## src/rtl/axi_demux_id_tracker.sv

```systemverilog
// Per-ID outstanding-transaction tracker for one direction of an AXI demux slave port.
// Records the master port each in-flight ID targets and how many are outstanding, and
// holds off a new request whose ID is already in flight to another port or is at its limit.
module axi_demux_id_tracker #(
  parameter int unsigned IdUsedWidth = 3,
  parameter int unsigned NoMstPorts  = 4,
  parameter int unsigned MaxTrans    = 8,
  parameter bit          UniqueIds   = 1'b0,
  localparam int unsigned SelWidth   = (NoMstPorts > 1) ? $clog2(NoMstPorts) : 1,
  localparam int unsigned CntWidth   = $clog2(MaxTrans + 1),
  localparam int unsigned NumIds     = 2 ** IdUsedWidth
) (
  input  logic                   clk_i,
  input  logic                   rst_ni,
  input  logic                   push_valid_i,
  input  logic [IdUsedWidth-1:0] push_id_i,
  input  logic [SelWidth-1:0]    push_sel_i,
  output logic                   push_ready_o,
  input  logic                   pop_valid_i,
  input  logic [IdUsedWidth-1:0] pop_id_i,
  output logic                   idle_o,
  output logic [NumIds-1:0]      id_busy_o,
  output logic                   err_underflow_o
);

  localparam logic [CntWidth-1:0] MaxCnt = CntWidth'(MaxTrans);

  logic [CntWidth-1:0] cnt_q [NumIds];
  logic [CntWidth-1:0] cnt_d [NumIds];
  logic [SelWidth-1:0] sel_q [NumIds];
  logic [SelWidth-1:0] sel_d [NumIds];
  logic                err_q, err_d;

  logic [CntWidth-1:0] push_cnt;
  logic                push_fire;

  // Admission check for the presented request; ignores push_valid_i on purpose.
  always_comb begin
    push_cnt = cnt_q[push_id_i];
    if (UniqueIds) begin
      push_ready_o = (push_cnt < MaxCnt);
    end else begin
      push_ready_o = (push_cnt == '0) ||
                     ((sel_q[push_id_i] == push_sel_i) && (push_cnt < MaxCnt));
    end
    push_fire = push_valid_i && push_ready_o;
  end

  // Per-ID counter and port bookkeeping; pops on an empty counter saturate and flag an error.
  always_comb begin
    err_d = err_q;
    if (pop_valid_i && (cnt_q[pop_id_i] == '0)) begin
      err_d = 1'b1;
    end
    for (int unsigned i = 0; i < NumIds; i++) begin
      logic inc;
      logic dec;
      cnt_d[i] = cnt_q[i];
      sel_d[i] = sel_q[i];
      inc = push_fire && (push_id_i == IdUsedWidth'(i));
      dec = pop_valid_i && (pop_id_i == IdUsedWidth'(i)) && (cnt_q[i] != '0);
      if (inc && !dec) begin
        cnt_d[i] = cnt_q[i] + 1'b1;
      end else if (dec && !inc) begin
        cnt_d[i] = cnt_q[i] - 1'b1;
      end
      if (inc) begin
        sel_d[i] = push_sel_i;
      end
    end
  end

  // State registers, cleared asynchronously.
  always_ff @(posedge clk_i or negedge rst_ni) begin
    if (!rst_ni) begin
      for (int unsigned i = 0; i < NumIds; i++) begin
        cnt_q[i] <= '0;
        sel_q[i] <= '0;
      end
      err_q <= 1'b0;
    end else begin
      for (int unsigned i = 0; i < NumIds; i++) begin
        cnt_q[i] <= cnt_d[i];
        sel_q[i] <= sel_d[i];
      end
      err_q <= err_d;
    end
  end

  // Status outputs derived from registered counters only.
  always_comb begin
    for (int unsigned i = 0; i < NumIds; i++) begin
      id_busy_o[i] = (cnt_q[i] != '0);
    end
    idle_o          = ~|id_busy_o;
    err_underflow_o = err_q;
  end

endmodule

```

## config.mk

```make
export PLATFORM = sky130hd
export DESIGN_NAME = axi_demux_id_tracker
export DESIGN_NICKNAME = d
export VERILOG_FILES = /design/src/rtl/axi_demux_id_tracker.sv
export SDC_FILE = /design/constraint.sdc
export NUM_CORES = 1
export LEC_CHECK = 0
export ABC_AREA = 0
export BUFFER_PORTS_ARGS = -buffer_cell sky130_fd_sc_hd__buf_2
export CORE_MARGIN = 2
export CORE_UTILIZATION = 56
export DETAILED_ROUTE_END_ITERATION = 16
export GPL_TIMING_DRIVEN = 0
export PLACE_DENSITY = 0.81
export SETUP_SLACK_MARGIN = 0.15
export SKIP_LAST_GASP = 1
export SYNTH_ARGS = -nofsm -noshare
export SYNTH_HDL_FRONTEND = slang
export SYNTH_SLANG_ARGS = --single-unit
```

## constraint.sdc

```tcl
create_clock -name clk_i -period 4.5 [get_ports clk_i]
set_clock_uncertainty 0.05 [all_clocks]
set_input_delay 0.45 -clock clk_i [delete_from_list [all_inputs] [get_ports clk_i]]
set_output_delay 0.45 -clock clk_i [all_outputs]
set_load 0.02 [all_outputs]
```

After elaboration in Yosys (flattened, before gate mapping)
Index checks and enable logic that the tools add are counted.

$add $sub $neg: 16. Order comparisons: 3. Eq/ne operators: 15. Mux-type cells: 25. Bitwise gates (word level): 2. Reductions and logical operators: 82.

Operators by type and width (number): 4-bit two-way mux (20); 1-bit logical AND (43); 4-bit by 1-bit adder with 4-bit output (second input constant) (8); 4-bit nonzero test (8); 4-bit by 1-bit subtractor with 4-bit output (second input constant) (8); 4-bit binary-select mux with 3-bit select (2); 3-bit == test (second input constant) (8); 1-bit zero test (17); 2-bit nonzero test (8); 3-bit by 2-bit == test with 1-bit output (second input constant) (4); 4-bit greater-or-equal comparator (second input constant) (2); 4-bit zero test (2); 3-bit inverter with 4-bit output (2); 8-bit OR reduction (1); 2-bit binary-select mux with 3-bit select (1); 3-bit by 1-bit == test with 1-bit output (second input constant) (2); 3-bit zero test (2); 4-bit less-than comparator (second input constant) (1); 2-bit two-way mux (2); 2-bit == test (1); 1-bit logical OR (1).

Register bits: 49. Bits of input ports: 12. Output and inout bits: 11. Word-level logic and storage cells: 160.

Logic depth before layout (Yosys ltp)
Depth after elaboration: 13. Gate-level depth with buffers: 17. Mapped depth without buffers: 15.

Worst setup path after synthesis
No wires, ideal clock.

Path kind: in2reg. Start: input port push_id_i[1]. End: register cnt_q[11] (netlist bit). Library setup time: 0.125 ns. Arrival: 3.180 ns. Required time: 4.325 ns. Path slack: 1.144 ns. Stages on the path: 17. Path buffers: 2. Cell sequence: buf_6 -> buf_6 -> nor3_1 -> a21oi_1 -> o221ai_1 -> xor2_1 -> a21oi_1 -> or4b_4 -> inv_1 -> ha_1 -> inv_1 -> ha_1 -> a21o_1 -> a21oi_1 -> xnor2_1 -> nor2_1 -> xor2_1.

Longest elaborated chain between the ends: 12.

Ends and longest elaborated chain: start, declared (line 16) `input logic [IdUsedWidth-1:0] push_id_i,`; 3-bit inverter with 4-bit output (not written as such) (line 39, 44); 4-bit binary-select mux with 3-bit select / 2-bit binary-select mux with 3-bit select (equally long branches) (line 39, 44); 4-bit two-way mux (not written as such) / 2-bit two-way mux (equally long branches) (2 in series) (line 39, 44); 4-bit less-than comparator / 2-bit == test (equally long branches) (line 44) `((sel_q[push_id_i] == push_sel_i) && (push_cnt < MaxCnt));`; 1-bit logical AND (line 44); 1-bit logical OR (line 43) `push_ready_o = (push_cnt == '0) ||`; 1-bit logical AND (line 46) `push_fire = push_valid_i && push_ready_o;`; 1-bit logical AND (*) (line 60) `inc = push_fire && (push_id_i == IdUsedWidth'(i));`; 1-bit zero test (line 64) `end else if (dec && !inc) begin`; 1-bit logical AND (line 64); 2-bit nonzero test (no source line); end signal, assigned by index (line 83) `cnt_q[i] <= cnt_d[i];`; end, declared (line 28) `logic [CntWidth-1:0] cnt_q [NumIds];`.

Mark *: on every way between the ends. The rest lies on a longest branch, timed or not. The select of a mux whose other input is x is not followed. A chain may end at the register's enable or synchronous reset.

Final worst setup path
Start: input port push_id_i[2]. End: register cnt_q[23] (netlist bit).

Same word-level chain as after synthesis.

==> flow_summary.yaml <==
floorplanning:
  fp.dieH_um: 79.3
  dieArea_sq_mm: 0.00628
  die_w_um: 79.3
  pin_count: 23
  start_util: 0.580
  core-area_sq_mm: 0.00547
  rows: 27
global_routing:
  grt_pass1_vias: 2245
  grt.total_usage: 0.221
  antenna_found_initial: 0
  grt_pass1_wl_um: 10800
  grt_max_degree: 50
  grt-ovfl-total: 0
sta:
  fin_crit_sh: 0.761
  finalSetupViolations: 0
  tns_ns: 0
  slew_headroom: 0.259
  report.final.slew_viol_count: 0
  finalHoldViolCount: 0
  rsz0062_at_grt: "no"
  worstMarginPinSlew_ns: 1.11
  fin_ws_ns: 1.08
  fin_crit_ns: 3.42
  fmax_mhz: 292
clock_network:
  cts_setup_buffers: 0
  cts_max_path_buffers: 2
  numCtsBuffers: 5
  cts_tree: "yes"
  cts_resized: 0
  cts_hold_buf: 0
  cts.sinks: 49
  htreeDepth: 2
  clkTransAtPathRegs_ns: 0.09
  cts-root-buf: "clkbuf_8"
  insertion_delay_ns: 0.30
critical_path:
  critPathBufInv: 2
  critPathCaptureType: "flip-flop"
  crit_arrival_ns: 3.57
  slowest_delay_ns: 0.54
  cp-start-kind: "input pin"
  slowest_stage: "nor4_1"
  worst-path-max-fanout: 10
  path_cells: "clkbuf_1 > nor3b_1 > a21oi_1 > o221ai_1 > xor2_1 > a21oi_1 > nor4_1 > ha_1 > inv_1 > ha_1 > a21o_1 > a21oi_1 > xnor2_1 > nor2_1 > xor2_1"
  regToRegSetupSlack_ns: 1.10
  crit_type: "input pin to flip-flop"
  cp.required_ns: 4.64
  critPathTopFamily: "simple AND/OR/NAND/NOR gates"
  cp_common_cell: "a21oi_1"
synth:
  synth.distinct_cells: 36
  synth_nets: 322
  ys_seq_elements: 49
  synthCells: 278
  async_reset_ff_frac: 1.00
  synth_edf_count: 0
  ys.flop_type: "dfrtp_1"
  avgSynthCellArea_sq_um: 11.4
  yosysSeqAreaShare: 0.387
  ys_warn_count: 0
  synthesis.area_sq_mm: 0.00317
detailed_routing:
  vias: 2197
  via_per_inst: 5.84
  wire_per_inst_um: 16.2
  drtAntennaViolNets: 0
  drt_first_pass_iters: 4
  drtIter0Drc: 114
  drc: 0
  wl_um: 6100
pwr:
  peakVddDrop_v: 0.000274
  p_per_area_mw_per_mm2: 616
  p_leak_nw: 1.45
placement:
  place_worst_setup_slack_ns: 0.764
  io_buffers: 18
  dp_hpwl_um: 4600
  globalplace.congestion: 0.831
final_layout:
  design.final.nets: 347
  drive_gt1_frac: 0.194
  n_antenna_cell: 0
  syn_to_final_growth_pct: 8.88
  final_common_cell: "dfrtp_1"
  layout_common_cells: "49 x dfrtp_1, 24 x xnor2_1, 24 x ha_1"
status:
  status: "complete, no violations"
run:
  cap_violations: 0
worst_hold_path:
  hold_class: "input pin to async pin"
## metal layers
layer | vias up | part of all wire | global-route usage
met5 | - | 0 | 0
met4 | 0 | 0.022 | 0.0793
met3 | 11 | 0.018 | 0.0284
met2 | 17 | 0.50 | 0.372
met1 | 1106 | 0.46 | 0.293
li1 | 1063 | - | -
## report_power, final
part | switching [W] | total (W) | internal [W]
clock network | 0.000145 | 0.000284 | 0.000139
registers | 0.000234 | 0.000895 | 0.000661
logic | 0.000448 | 0.000949 | 0.000501
total | 0.000827 | 0.00213 | 0.00130
## synthesized netlist by cell type, types with 3 or more instances
master	count	area share
fa_1	8	0.050
mux2i_1	5	0.016
ha_1	24	0.095
mux2_2	20	0.071
nand2_1	10	0.012
nor4_1	8	0.016
o21ai_0	9	0.014
a21o_1	9	0.021
mux4_2	4	0.028
dfrtp_1	49	0.39
xor2_1	10	0.028
nand2b_1	5	0.0099
or4_1	6	0.014
inv_1	11	0.013
clkbuf_1	5	0.0059
or4b_4	3	0.013
nand3_1	4	0.0063
nor3_1	5	0.0079
mux2_1	6	0.021
nor2_1	10	0.012
nand4_1	4	0.0079
xnor2_1	24	0.066
nor2b_1	4	0.0079
a21oi_1	18	0.028
## layout make-up
| cell class | count | area (sq um) |
|---|---|---|
| repair buffers | 18 | 90.1 |
| clock inverters | 1 | 5.00 |
| multi-input cells | 210 | 1860 |
| plain buffers | 8 | 45.0 |
| clock buffers | 7 | 96.3 |
| well taps | 72 | 90.1 |
| fillers | 430 | 2020 |
| flip-flops and latches | 49 | 1230 |
| inverters | 11 | 41.3 |
## flip-flops by register name, summed over array words and instances, names as in the netlist
name and count:
cnt_q 32, err_underflow_o 1, sel_q 16
## metrics by stage
stage	util	instances	hold slack [ns]	cell area [sq um]	total power [W]
floorplan	-	278	0.104	3170	0.00160
global placement	0.612	368	0.389	3350	0.00179
detailed placement	0.612	368	0.399	3350	0.00185
CTS	0.631	376	0.351	3450	0.00215
global route	0.631	376	0.392	3450	0.00233
finish	0.631	376	0.307	3450	0.00213
## worst reg2reg max path, cell delays in order (launching register included)
cell      delay [ns]
dfrtp_1         0.39
nor3b_1         0.22
a21oi_1         0.08
o221ai_1        0.23
xor2_1          0.22
a21oi_1         0.21
nor4_1          0.54
ha_1            0.30
inv_1           0.09
ha_1            0.28
a21o_1          0.17
a21oi_1         0.17
xnor2_1         0.13
nor2_1          0.06
xor2_1          0.14
## logic make-up after synthesis
kind of cell / count (synthesis) / share of synthesized area
adder cells (fa/ha/maj): 32 / 0.145
AND/OR/NAND/NOR: 69 / 0.136
multiplexers: 35 / 0.136
XOR/XNOR: 34 / 0.0939
flip-flops: 49 / 0.387
AO/OA/AOI/OAI: 40 / 0.0742
buffers and inverters: 19 / 0.0272
## worst paths after layout
check / endpoint / cells after the start / start
max in group asynchronous: cnt_q[19]$_DFFE_PN0P_ / 1 / rst_ni
hold reg to reg: err_underflow_o$_DFFE_PN0P_ / 1 / err_underflow_o$_DFFE_PN0P_
setup reg to reg: cnt_q[23]$_DFFE_PN0P_ / 14 / sel_q[10]$_DFFE_PN0P_
hold / removal: cnt_q[0]$_DFFE_PN0P_ / 1 / rst_ni
setup / recovery: cnt_q[23]$_DFFE_PN0P_ / 15 / push_id_i[2]
min in group clk_i: err_underflow_o$_DFFE_PN0P_ / 2 / pop_valid_i
Power figures use the tool's default switching activity.
